## src/rtl/spi_byte_slave_if.sv

```systemverilog
// Byte-level SPI slave bundle: SPI pins on one side, the one-cycle byte strobes
// toward the command state machine on the other.
interface spi_byte_slave_if;
    logic       o_RX_DV;
    logic [7:0] o_RX_Byte;
    logic       i_TX_DV;
    logic [7:0] i_TX_Byte;
    logic       i_SPI_Clk;
    logic       o_SPI_MISO;
    logic       i_SPI_MOSI;
    logic       i_SPI_CS_n;

    modport slave (
        output o_RX_DV,
        output o_RX_Byte,
        output o_SPI_MISO,
        input  i_TX_DV,
        input  i_TX_Byte,
        input  i_SPI_Clk,
        input  i_SPI_MOSI,
        input  i_SPI_CS_n
    );

    modport master (
        input  o_RX_DV,
        input  o_RX_Byte,
        input  o_SPI_MISO,
        output i_TX_DV,
        output i_TX_Byte,
        output i_SPI_Clk,
        output i_SPI_MOSI,
        output i_SPI_CS_n
    );
endinterface

```

## src/rtl/spi_byte_slave.sv

```systemverilog
// Mode-0 SPI slave, MSB first, 8-bit frames. SPI pins are oversampled in the
// system clock domain; received bytes and reply loads are one-cycle strobes.
module spi_byte_slave (
    input  logic            i_Clk,
    input  logic            i_Rst,
    spi_byte_slave_if.slave bus
);

    typedef enum logic [1:0] {
        ST_IDLE,   // deselected
        ST_FIRST,  // selected, no byte completed yet in this selection
        ST_MORE    // selected, at least one byte completed
    } state_t;

    // Pin bit order in the synchronizer vectors: {mosi, cs_n, sck}
    localparam logic [2:0] PIN_IDLE = 3'b010;

    logic [2:0] pin_raw;
    logic [2:0] meta_reg;
    logic [2:0] sync_reg;
    logic [1:0] hist_reg;

    logic sck_sync, cs_sync, mosi_sync;
    logic sck_rise, sck_fall, cs_fall;

    state_t state_reg, state_next;
    logic   load_tx, shift_tx, shift_rx, byte_done;

    logic [2:0] bit_cnt_reg;
    logic [7:0] rx_shift_reg;
    logic [7:0] rx_byte_reg;
    logic       rx_dv_reg;
    logic [7:0] tx_shift_reg;
    logic [7:0] pending_reg;
    logic       miso_reg;
    logic [7:0] tx_src;

    assign pin_raw = {bus.i_SPI_MOSI, bus.i_SPI_CS_n, bus.i_SPI_Clk};

    always_ff @(posedge i_Clk) begin
        if (i_Rst) begin
            meta_reg <= PIN_IDLE;
            sync_reg <= PIN_IDLE;
            hist_reg <= PIN_IDLE[1:0];
        end else begin
            meta_reg <= pin_raw;
            sync_reg <= meta_reg;
            hist_reg <= sync_reg[1:0];
        end
    end

    assign sck_sync  = sync_reg[0];
    assign cs_sync   = sync_reg[1];
    assign mosi_sync = sync_reg[2];

    assign sck_rise = sck_sync & ~hist_reg[0];
    assign sck_fall = ~sck_sync & hist_reg[0];
    assign cs_fall  = ~cs_sync & hist_reg[1];

    always_ff @(posedge i_Clk) begin
        if (i_Rst) begin
            state_reg <= ST_IDLE;
        end else begin
            state_reg <= state_next;
        end
    end

    always_comb begin
        state_next = state_reg;
        load_tx    = 1'b0;
        shift_tx   = 1'b0;
        shift_rx   = 1'b0;
        byte_done  = 1'b0;
        if (cs_sync) begin
            state_next = ST_IDLE;
        end else begin
            case (state_reg)
                ST_IDLE: begin
                    state_next = ST_FIRST;
                    if (cs_fall) begin
                        load_tx = 1'b1;
                    end
                end
                ST_FIRST, ST_MORE: begin
                    if (sck_rise) begin
                        shift_rx = 1'b1;
                        if (bit_cnt_reg == 3'd7) begin
                            byte_done  = 1'b1;
                            state_next = ST_MORE;
                        end
                    end
                    // The first falling edge after a completed byte starts the next reply
                    if (sck_fall) begin
                        if (state_reg == ST_MORE && bit_cnt_reg == 3'd0) begin
                            load_tx = 1'b1;
                        end else begin
                            shift_tx = 1'b1;
                        end
                    end
                end
                default: state_next = ST_IDLE;
            endcase
        end
    end

    // A strobe coinciding with a load point goes straight to the shifter
    assign tx_src = bus.i_TX_DV ? bus.i_TX_Byte : pending_reg;

    always_ff @(posedge i_Clk) begin
        if (i_Rst) begin
            bit_cnt_reg  <= 3'd0;
            rx_shift_reg <= 8'h00;
            rx_byte_reg  <= 8'h00;
            rx_dv_reg    <= 1'b0;
            tx_shift_reg <= 8'h00;
            pending_reg  <= 8'h00;
            miso_reg     <= 1'b0;
        end else begin
            rx_dv_reg <= 1'b0;
            if (cs_sync) begin
                bit_cnt_reg  <= 3'd0;
                rx_shift_reg <= 8'h00;
                miso_reg     <= 1'b0;
            end
            if (shift_rx) begin
                rx_shift_reg <= {rx_shift_reg[6:0], mosi_sync};
                bit_cnt_reg  <= bit_cnt_reg + 3'd1;
            end
            if (byte_done) begin
                rx_byte_reg <= {rx_shift_reg[6:0], mosi_sync};
                rx_dv_reg   <= 1'b1;
            end
            if (load_tx) begin
                tx_shift_reg <= tx_src;
                miso_reg     <= tx_src[7];
                pending_reg  <= 8'h00;
            end else begin
                if (shift_tx) begin
                    tx_shift_reg <= {tx_shift_reg[6:0], 1'b0};
                    miso_reg     <= tx_shift_reg[6];
                end
                if (bus.i_TX_DV) begin
                    pending_reg <= bus.i_TX_Byte;
                end
            end
        end
    end

    assign bus.o_RX_DV    = rx_dv_reg;
    assign bus.o_RX_Byte  = rx_byte_reg;
    assign bus.o_SPI_MISO = miso_reg;

endmodule

```

## src/flat_wrapper.sv

```systemverilog
// flat-port wrapper written by rule: the top's interface ports become plain ports
module spi_byte_slave_flat 
  (i_Clk, i_Rst, bus_o_RX_DV, bus_o_RX_Byte, bus_o_SPI_MISO, bus_i_TX_DV, bus_i_TX_Byte, bus_i_SPI_Clk, bus_i_SPI_MOSI, bus_i_SPI_CS_n);
  spi_byte_slave_if bus_i ();
  input  logic i_Clk;
  input  logic i_Rst;
  output wire logic [$bits(bus_i.o_RX_DV)-1:0] bus_o_RX_DV;
  output wire logic [$bits(bus_i.o_RX_Byte)-1:0] bus_o_RX_Byte;
  output wire logic [$bits(bus_i.o_SPI_MISO)-1:0] bus_o_SPI_MISO;
  input wire logic [$bits(bus_i.i_TX_DV)-1:0] bus_i_TX_DV;
  input wire logic [$bits(bus_i.i_TX_Byte)-1:0] bus_i_TX_Byte;
  input wire logic [$bits(bus_i.i_SPI_Clk)-1:0] bus_i_SPI_Clk;
  input wire logic [$bits(bus_i.i_SPI_MOSI)-1:0] bus_i_SPI_MOSI;
  input wire logic [$bits(bus_i.i_SPI_CS_n)-1:0] bus_i_SPI_CS_n;
  assign bus_o_RX_DV = bus_i.o_RX_DV;
  assign bus_o_RX_Byte = bus_i.o_RX_Byte;
  assign bus_o_SPI_MISO = bus_i.o_SPI_MISO;
  assign bus_i.i_TX_DV = bus_i_TX_DV;
  assign bus_i.i_TX_Byte = bus_i_TX_Byte;
  assign bus_i.i_SPI_Clk = bus_i_SPI_Clk;
  assign bus_i.i_SPI_MOSI = bus_i_SPI_MOSI;
  assign bus_i.i_SPI_CS_n = bus_i_SPI_CS_n;
  spi_byte_slave u_core (.i_Clk(i_Clk), .i_Rst(i_Rst), .bus(bus_i));
endmodule
```

## config.mk

```make
export PLATFORM = sky130hd
export DESIGN_NAME = spi_byte_slave_flat
export DESIGN_NICKNAME = d
export VERILOG_FILES = /design/src/rtl/spi_byte_slave_if.sv /design/src/rtl/spi_byte_slave.sv /design/src/flat_wrapper.sv
export SDC_FILE = /design/constraint.sdc
export NUM_CORES = 1
export LEC_CHECK = 0
export CELL_PAD_IN_SITES_DETAIL_PLACEMENT = 1
export CELL_PAD_IN_SITES_GLOBAL_PLACEMENT = 1
export CORE_MARGIN = 1
export CORE_UTILIZATION = 45
export DETAILED_ROUTE_END_ITERATION = 12
export PLACE_DENSITY_LB_ADDON = 0.12
export SYNTH_ARGS = -nofsm -noshare
export SYNTH_HDL_FRONTEND = slang
export SYNTH_SLANG_ARGS = --single-unit
```

## constraint.sdc

```tcl
create_clock -name i_Clk -period 3.4 [get_ports i_Clk]
set_input_delay 1.02 -clock i_Clk [delete_from_list [all_inputs] [get_ports i_Clk]]
set_output_delay 1.02 -clock i_Clk [all_outputs]
set_load 0.05 [all_outputs]
```

==> impl_results.md <==
* Status: finished clean
* Max incr delay on CP at 0.81 ns
* Slew @ Worst Pin at 0.692 ns
* Final Hold Fails at 0
* Initial Util at 0.480
* CTS tree: done
* Fraction of the mapped netlist area in simple logic gates at 0.161
* Number of vias per cell at 5.06
* Antenna diodes at 0
* Vias in the first global route at 1358
* RD Place Congestion at 0.709
* Ordered cell list for the critical path: clkdlybuf4s50_1
* Core region area at 0.00374 sq mm
* Worst EP required at 2.38 ns
* Mux cell area share after synthesis at 0.173
* Antenna-violating nets left at 0
* Number of gates resized after CTS at 0
* RSZ-0062 raised after global routing: false
* Fin crit share at 0.730
* Maxcap violations at 0
* Syn avg cell area at 10.0 sq um
* CTS root buf: clkbuf_8
* #FFs+latches synth at 45
* Slew HR at 0.538
* Clock Path Buffers at 2
* Synth Area in XOR/XNOR at 0.00487
* Die area at 0.00425 sq mm
* Crit path buf inv count at 1
* Critical path arrival at 1.46 ns
* Fill count at 430
* 1st-pass router iterations at 4
* First-pass GRT wire length at 6380 um
* Hold_buf cts at 0
* Largest family of logic cells by synthesized area: multiplexers
* WS Path Type: reg2out
* GR peak layer: met2
* Die Wd at 65.2 um
* CP Launch Type: flip-flop
* Placed cell areas at 0.00207 sq mm
* CP Capture Type: output pin
* Core Util, Final at 0.585
* Final routed DRC violation total at 0
* Asr flop ratio synth at 0
* HPWL Detailed at 2750 um
* H-tree Lvls at 2
* Initial DRC count at 26
* Layout cell share with drive strength beyond 1 at 0.0878
* Row count at 22
* Fmax at 403 MHz
* Mapped Area at 0.00180 sq mm
* Ys Warns at 0
* Area contributors post-synth: dfxtp_1 50%, mux2i_1 17%, nor2_1 5.8%
* Cts bufs inserted at 5
* Max Clock Skew at 0.00995 ns
* Adder-cell share of the synthesized area at 0.0487
* Min Hold Slack at 0.412 ns
* Port buffer count at 23
* Post-Synthesis Cells at 179
* Register area share after synthesis at 0.501
* Initial antenna violation count at 0
* Setup violators final at 0
* Final WL at 3740 um
* Met2 Usage GRT at 0.349
* Maximum vdd drop at 0.432 mV
* Largest net degree at the start of global routing at 16
* Static leakage at 0.923 nW
* Grt met1 use at 0.234
* Reg clk slew, reported paths at 0.09 ns
* Pwr dens at 470 mW/mm^2
* Syn Nets at 200
* Synth unique cells at 30
* Grt ovf at 0
* Vias post-DR at 1281
* Synth area leader: dfxtp_1
* Design Area, Final at 0.00219 sq mm
* Chip height at 65.2 um
* Num ports at 24
* Ys flop type: dfxtp_1
* Nets@finish at 225
* Pins Over Slew Limit at 0
* Slowest CP cell: clkdlybuf4s50_1
* Crit-path leading delay family: buffers and inverters
* Critical path peak fanout at 2
* WL per Instance at 14.8 um
* Setup TNS at 0 ns
* Synth top area share at 0.501
* Clock latency on the worst-skew pair at 0.30 ns
* Synth-to-Final Area Change at 21.7%
* Hold WC Path Type: reg2reg
* Post-CTS Setup Bufs at 0
* Synth Area in Compound Gates at 0.0731
* GRT Total Usage at 0.203
* Clock sinks at 45
* Min Tclk post-route at 2.48 ns
* Post-synth EDFFs at 0
* Met3 usage at 0.0590
==> worst paths after layout <==
| kind | startpoint | endpoint | slack, ns | cells after the start |
|---|---|---|---|---|
| worst min-delay path | u_core.meta_reg[1]$_SDFF_PP1_ | u_core.sync_reg[1]$_SDFF_PP1_ | 0.41 | 1 |
| worst max-delay path | u_core.bus.o_RX_Byte[0]$_SDFFE_PP0P_ | bus_o_RX_Byte[0] | 0.92 | 1 |
| worst max register to register | u_core.state_reg[0]$_SDFFE_PP0P_ | u_core.tx_shift_reg[5]$_SDFFE_PP0P_ | 1.20 | 6 |
| worst min register to register | u_core.meta_reg[1]$_SDFF_PP1_ | u_core.sync_reg[1]$_SDFF_PP1_ | 0.41 | 1 |
==> cell usage in the layout, fill, tap and decap left out, drive strengths merged, types with 2 or more instances in the layout <==
cell,netlist,routed
mux2i,31,31
a21oi,8,8
nand2,10,10
nor2,29,29
nand3b,2,2
o21ai,8,8
clkdlybuf4s50,0,23
nor2b,5,5
nand2b,2,2
ha,7,7
inv,7,7
and3b,2,2
or3,2,2
clkbuf,3,6
or2,3,3
buf,5,3
dfxtp,45,45
==> cells by family after synthesis <==
| family | count (synthesis) |
|---|---|
| adders and majority gates | 7 |
| AOI/OAI and AO/OA | 21 |
| muxes | 31 |
| DFF | 45 |
| and+or+nand+nor | 59 |
| buffers and inverters | 15 |
| xor gates and xnor gates | 1 |
==> synthesized netlist by cell type, types with 3 or more instances <==
cell type,number
dfxtp_1,45
mux2i_1,31
nor2_1,28
nand2_1,10
a21oi_1,8
ha_1,7
inv_1,7
o21ai_0,7
nor2b_1,5
buf_2,4
clkbuf_1,3
or2_2,3
==> final cells by class <==
class                           instances  area (sq um)  share of cell area
Sequential cell                        45           901               0.412
Multi-Input combinational cell        119           828               0.379
Timing Repair Buffer                   26           253               0.115
Clock buffer                            6          82.6              0.0377
Tap cell                               48          60.1              0.0274
Clock inverter                          2          37.5              0.0172
Inverter                                7          26.3              0.0120
==> metrics by stage <==
| step | setup slack [ns] | total power, mW | cells |
|---|---|---|---|
| global route | 0.867 | 1.07 | 253 |
| CTS | 0.902 | 1.04 | 253 |
| detailed placement | 0.763 | 0.621 | 245 |
| finish | 0.918 | 1.03 | 253 |
| global placement | 0.830 | 0.617 | 245 |
| floorplan | 1.46 | 0.594 | 179 |
==> metal layers <==
metal | routed length [um] | vias to the layer above
li1 | - | 644
met1 | 1670 | 613
met2 | 1860 | 18
met3 | 138 | 6
met4 | 68 | 0
met5 | 0 | -
==> where the power goes <==
| group | internal [mW] | leakage, nW | switching [mW] |
|---|---|---|---|
| logic | 0.0301 | 0.499 | 0.0315 |
| registers | 0.541 | 0.366 | 0.00615 |
| clock network | 0.239 | 0.0574 | 0.181 |
Note: power is estimated with default switching activity, not from simulation.
==> edit 1, RTL diff (same settings) <==
Reset style: asynchronous (`i_Rst`), changed in 3 clocked blocks.
--- a/src/rtl/spi_byte_slave.sv
+++ b/src/rtl/spi_byte_slave.sv
@@ -38,5 +38,5 @@
     assign pin_raw = {bus.i_SPI_MOSI, bus.i_SPI_CS_n, bus.i_SPI_Clk};
 
-    always_ff @(posedge i_Clk) begin
+    always_ff @(posedge i_Clk or posedge i_Rst) begin
         if (i_Rst) begin
             meta_reg <= PIN_IDLE;
@@ -58,5 +58,5 @@
     assign cs_fall  = ~cs_sync & hist_reg[1];
 
-    always_ff @(posedge i_Clk) begin
+    always_ff @(posedge i_Clk or posedge i_Rst) begin
         if (i_Rst) begin
             state_reg <= ST_IDLE;
@@ -107,5 +107,5 @@
     assign tx_src = bus.i_TX_DV ? bus.i_TX_Byte : pending_reg;
 
-    always_ff @(posedge i_Clk) begin
+    always_ff @(posedge i_Clk or posedge i_Rst) begin
         if (i_Rst) begin
             bit_cnt_reg  <= 3'd0;
Behaviour: differs if i_Rst is asserted again (counterexample within 4 cycles, from zero or initial values and one cycle with i_Rst high); with i_Rst held inactive, the same outputs for 10 cycles.
==> edit 1 against the unedited design <==
Worst setup slack gained 0.015 ns. Die area grew 2.4%. Register-to-register slack gained 0.30 ns. Global-route usage shrank 2.9 points. Synthesized area grew 2.5%. Final area grew 0.23%. Sequential cell count is the same. Wire length shrank 14%. Critical path type unchanged.
Power is not compared: it rests on default switching activity, and its combinational part moved more than twofold at a synthesized area within 25%.
==> edit 1: results (changes against the unedited design) <==
metric,value,unit,change
critPathArrivalTime,1.45,ns,
place_area,0.00211,mm2,was 0.00207 mm2
fin_cells,205,,was 253
r2r_setup_slack,1.50,ns,was 1.20 ns
post_cts_buffers,0,,unchanged
routed-wl-met2,1550,um,was 1860 um
drive_gt1_frac,0.159,,was 0.0878
grt_pass1_vias,1166,,was 1358
crit_slowest_cell,clkdlybuf4s50_1,,unchanged
reg2reg_from,u_core.state_reg[1]$_DFFE_PP0P_,,was u_core.state_reg[0]$_SDFFE_PP0P_
finalCriticalPeriod,2.47,ns,was 2.48 ns
r2r_end,u_core.tx_shift_reg[5]$_DFFE_PP0P_,,was u_core.tx_shift_reg[5]$_SDFFE_PP0P_
cts_buffer_depth,2,,unchanged
num_antenna_cells,0,,unchanged
synth_compound_area_frac,0.0584,,was 0.0731
drv_cap,0,,unchanged
grt_pass1_wl,5520,um,was 6380 um
async_flop_share,1.00,,was 0
htreeDepth,2,,unchanged
use_met3,0.0448,,was 0.0590
placedCellCount,197,,was 245
use_met2,0.287,,was 0.349
use_met1,0.221,,was 0.234
dp_hpwl,2330,um,was 2750 um
worst_slew_pin_slew,0.549,ns,was 0.692 ns
syn-num-nets,149,,was 200
hp-class,reg2reg,,unchanged
vias_per_cell,5.24,,was 5.06
min_path_cells,0,,was 1
crit_start,u_core.bus.o_RX_Byte[6]$_DFFE_PP0P_,,was u_core.bus.o_RX_Byte[0]$_SDFFE_PP0P_
drt-met1-wl,1510,um,was 1670 um
outcome,"finished, final reports clean",,unchanged
place_ws,1.04,ns,was 0.763 ns
yosysWarningCount,0,,unchanged
seqPwrFrac,0.584,,
synth.distinct_cells,25,,was 30
dr.first_iter.drc_count,42,,was 26
synth.area.mux_share,0.185,,was 0.173
synthXorXnorAreaFrac,0,,was 0.00487
top_layer_used,met4,,unchanged
synthFlopType,dfrtp_1,,was dfxtp_1
worstSetupEndpoint,bus_o_RX_Byte[6],,was bus_o_RX_Byte[0]
place.gp.congestion,0.709,,about the same
routedWlPerCell,15.7,um,was 14.8 um
grt_usage,0.174,,was 0.203
fin_nets,176,,was 225
grt_max_degree,46,,was 16
syn_avg_cell_area,14.3,um2,was 10.0 um2
wl_met3,112,um,was 138 um
p_total,1040,uW,
synthAdderAreaFrac,0.0407,,was 0.0487
clock_skew,0.00668,ns,was 0.00995 ns
synth_common_cells,"dfrtp_1 (42), mux2i_1 (24), nor2_1 (10)",,"was dfxtp_1 (45), mux2i_1 (31), nor2_1 (28)"
startpoint_type,flip-flop,,unchanged
fill_cells,375,,was 430
synthTopCellsByArea,"dfrtp_1 (57%), mux2i_1 (13%), mux2_2 (4.9%)",,"was dfxtp_1 (50%), mux2i_1 (17%), nor2_1 (5.8%)"
synth.yosys.seq_area_share,0.613,,was 0.501
edit 1: cell count changes after synthesis, moves of 3 or more:
cell | unedited run | this run
dfxtp_1 | 45 | 0
o21ai_0 | 7 | 0
nor2b_1 | 5 | 2
nor2_1 | 28 | 10
or2_2 | 3 | 0
nand2_1 | 10 | 3
mux2i_1 | 31 | 24
a21oi_1 | 8 | 0
a22o_1 | 0 | 8
dfstp_2 | 0 | 3
mux2_2 | 0 | 8
dfrtp_1 | 0 | 42
buf_2 | 4 | 1
edit 1: logic make-up after synthesis:
group                    after synthesis
flip-flops                            45
multiplexers                          33
AND/OR/NAND/NOR                       23
AO/OA/AOI/OAI                         12
buffers and inverters                 10
adder cells (fa/ha/maj)                6
edit 1: how the worst min path moves through the flow:
stage	start	to	slack, ns
after floorplan	u_core.meta_reg[0]$_DFF_PP0_	u_core.sync_reg[0]$_DFF_PP0_	0.33
after global placement	u_core.meta_reg[0]$_DFF_PP0_	u_core.sync_reg[0]$_DFF_PP0_	0.33
after detailed placement	u_core.meta_reg[0]$_DFF_PP0_	u_core.sync_reg[0]$_DFF_PP0_	0.34
after CTS	u_core.meta_reg[0]$_DFF_PP0_	u_core.sync_reg[0]$_DFF_PP0_	0.35
after global routing	u_core.meta_reg[1]$_DFF_PP1_	u_core.sync_reg[1]$_DFF_PP1_	0.37
final	u_core.meta_reg[0]$_DFF_PP0_	u_core.sync_reg[0]$_DFF_PP0_	0.36
edit 1: cell type report:
class | count | area share
Timing Repair Buffer | 24 | 0.108
Inverter | 6 | 0.0103
Sequential cell | 45 | 0.515
Multi-Input combinational cell | 74 | 0.302
Tap cell | 48 | 0.0274
Clock buffer | 8 | 0.0365
==> edit 2, RTL diff (config.mk and constraints unchanged) <==
Made on the original files. The 3 states of `state_t` get a one-hot encoding in 3 bits.
--- a/src/rtl/spi_byte_slave.sv
+++ b/src/rtl/spi_byte_slave.sv
@@ -7,8 +7,8 @@
 );
 
-    typedef enum logic [1:0] {
-        ST_IDLE,   // deselected
-        ST_FIRST,  // selected, no byte completed yet in this selection
-        ST_MORE    // selected, at least one byte completed
+    typedef enum logic [2:0] {
+        ST_IDLE  = 3'b001,   // deselected
+        ST_FIRST = 3'b010,  // selected, no byte completed yet in this selection
+        ST_MORE  = 3'b100    // selected, at least one byte completed
     } state_t;
 
Formal check against the unedited RTL: same outputs for any inputs over 10 cycles, from zero or initial values and one cycle with i_Rst high; not proved beyond that.
==> edit 2 against the unedited design <==
Wire length grew 6.3%. Final area shrank 0.29%. Worst setup slack gained 0.017 ns. Sequential cell count grew 1. Synthesized area grew 4.2%. Non-clock buffer count shrank 2. Power shrank 5.8%. Utilization shrank 3.9 points. Largest cell class unchanged. Largest power group unchanged.
==> edit 2: results (changes against the unedited design) <==
metric,value,unit,change
syn_avg_cell_area,10.4,um2,was 10.0 um2
switchingPower,220,uW,was 218 uW
outcome,"finished, final reports clean",,unchanged
p_seq,561,uW,was 547 uW
grt_pass1_wl,6600,um,was 6380 um
reg2reg_from,u_core.state_reg[0]$_SDFFE_PP1P_,,was u_core.state_reg[0]$_SDFFE_PP0P_
synth.distinct_cells,37,,was 30
use_met3,0.0479,,was 0.0590
dp_hpwl,2830,um,was 2750 um
fin_nets,214,,was 225
hold-worst-slack,0.417,ns,was 0.412 ns
routed-wl-met2,1900,um,was 1860 um
grt_max_degree,34,,was 16
dr_total_vias,1358,,was 1281
drive_gt1_frac,0.0707,,was 0.0878
clock_skew,0.00342,ns,was 0.00995 ns
reg2regPathDepth,4,,was 6
synth.yosys.seq_area_share,0.491,,was 0.501
use_met1,0.271,,was 0.234
vias_per_cell,5.48,,was 5.06
synthTopCellsByArea,"dfxtp_1 (49%), mux2i_1 (13%), nor2_1 (3.8%)",,"was dfxtp_1 (50%), mux2i_1 (17%), nor2_1 (5.8%)"
place_ws,0.937,ns,was 0.763 ns
wl,3970,um,was 3740 um
syn-num-nets,197,,was 200
use_met2,0.320,,was 0.349
p_leak,0.000907,uW,was 0.000923 uW
worst_slew_pin_slew,0.732,ns,was 0.692 ns
seqPwrFrac,0.580,,was 0.532
drt-met1-wl,1930,um,was 1670 um
r2r_setup_slack,1.31,ns,was 1.20 ns
wl_met3,110,um,was 138 um
==> edit 2: worst max-delay path by stage <==
stage               cells past startpoint  slack [ns]                                  to                            startpoint
floorplan                               4        1.44  u_core.bus.o_SPI_MISO$_SDFFE_PP0P_                           bus_i_TX_DV
detailed placement                      4        0.94  u_core.bus.o_SPI_MISO$_SDFFE_PP0P_                           bus_i_TX_DV
global placement                        4        0.98  u_core.bus.o_SPI_MISO$_SDFFE_PP0P_                           bus_i_TX_DV
CTS                                     1        0.91                    bus_o_RX_Byte[7]  u_core.bus.o_RX_Byte[7]$_SDFFE_PP0P_
global route                            1        0.88                    bus_o_RX_Byte[5]  u_core.bus.o_RX_Byte[5]$_SDFFE_PP0P_
finish                                  1        0.93                    bus_o_RX_Byte[7]  u_core.bus.o_RX_Byte[7]$_SDFFE_PP0P_
==> edit 2: worst register-to-register path, delay by kind of cell (launching register included) <==
kind             cells  cell delay (ns)
AO/OA/AOI/OAI        2             0.59
flip-flops           1             0.45
AND/OR/NAND/NOR      2             0.91
==> edit 2: logic make-up after synthesis <==
kind of cell	Yosys count	share of synthesized area
buffers and inverters	19	0.0567
adder cells (fa/ha/maj)	3	0.0200
flip-flops	46	0.491
AO/OA/AOI/OAI	29	0.117
multiplexers	25	0.134
XOR/XNOR	4	0.0187
AND/OR/NAND/NOR	54	0.163
==> edit 2: cell type report <==
type / count / area (um2)
Fill cell: 443 / 1820
Sequential cell: 46 / 921
Multi-Input combinational cell: 115 / 847
Timing Repair Buffer: 24 / 238
Clock buffer: 6 / 82.6
Tap cell: 50 / 62.6
Inverter: 5 / 18.8
Clock inverter: 2 / 12.5
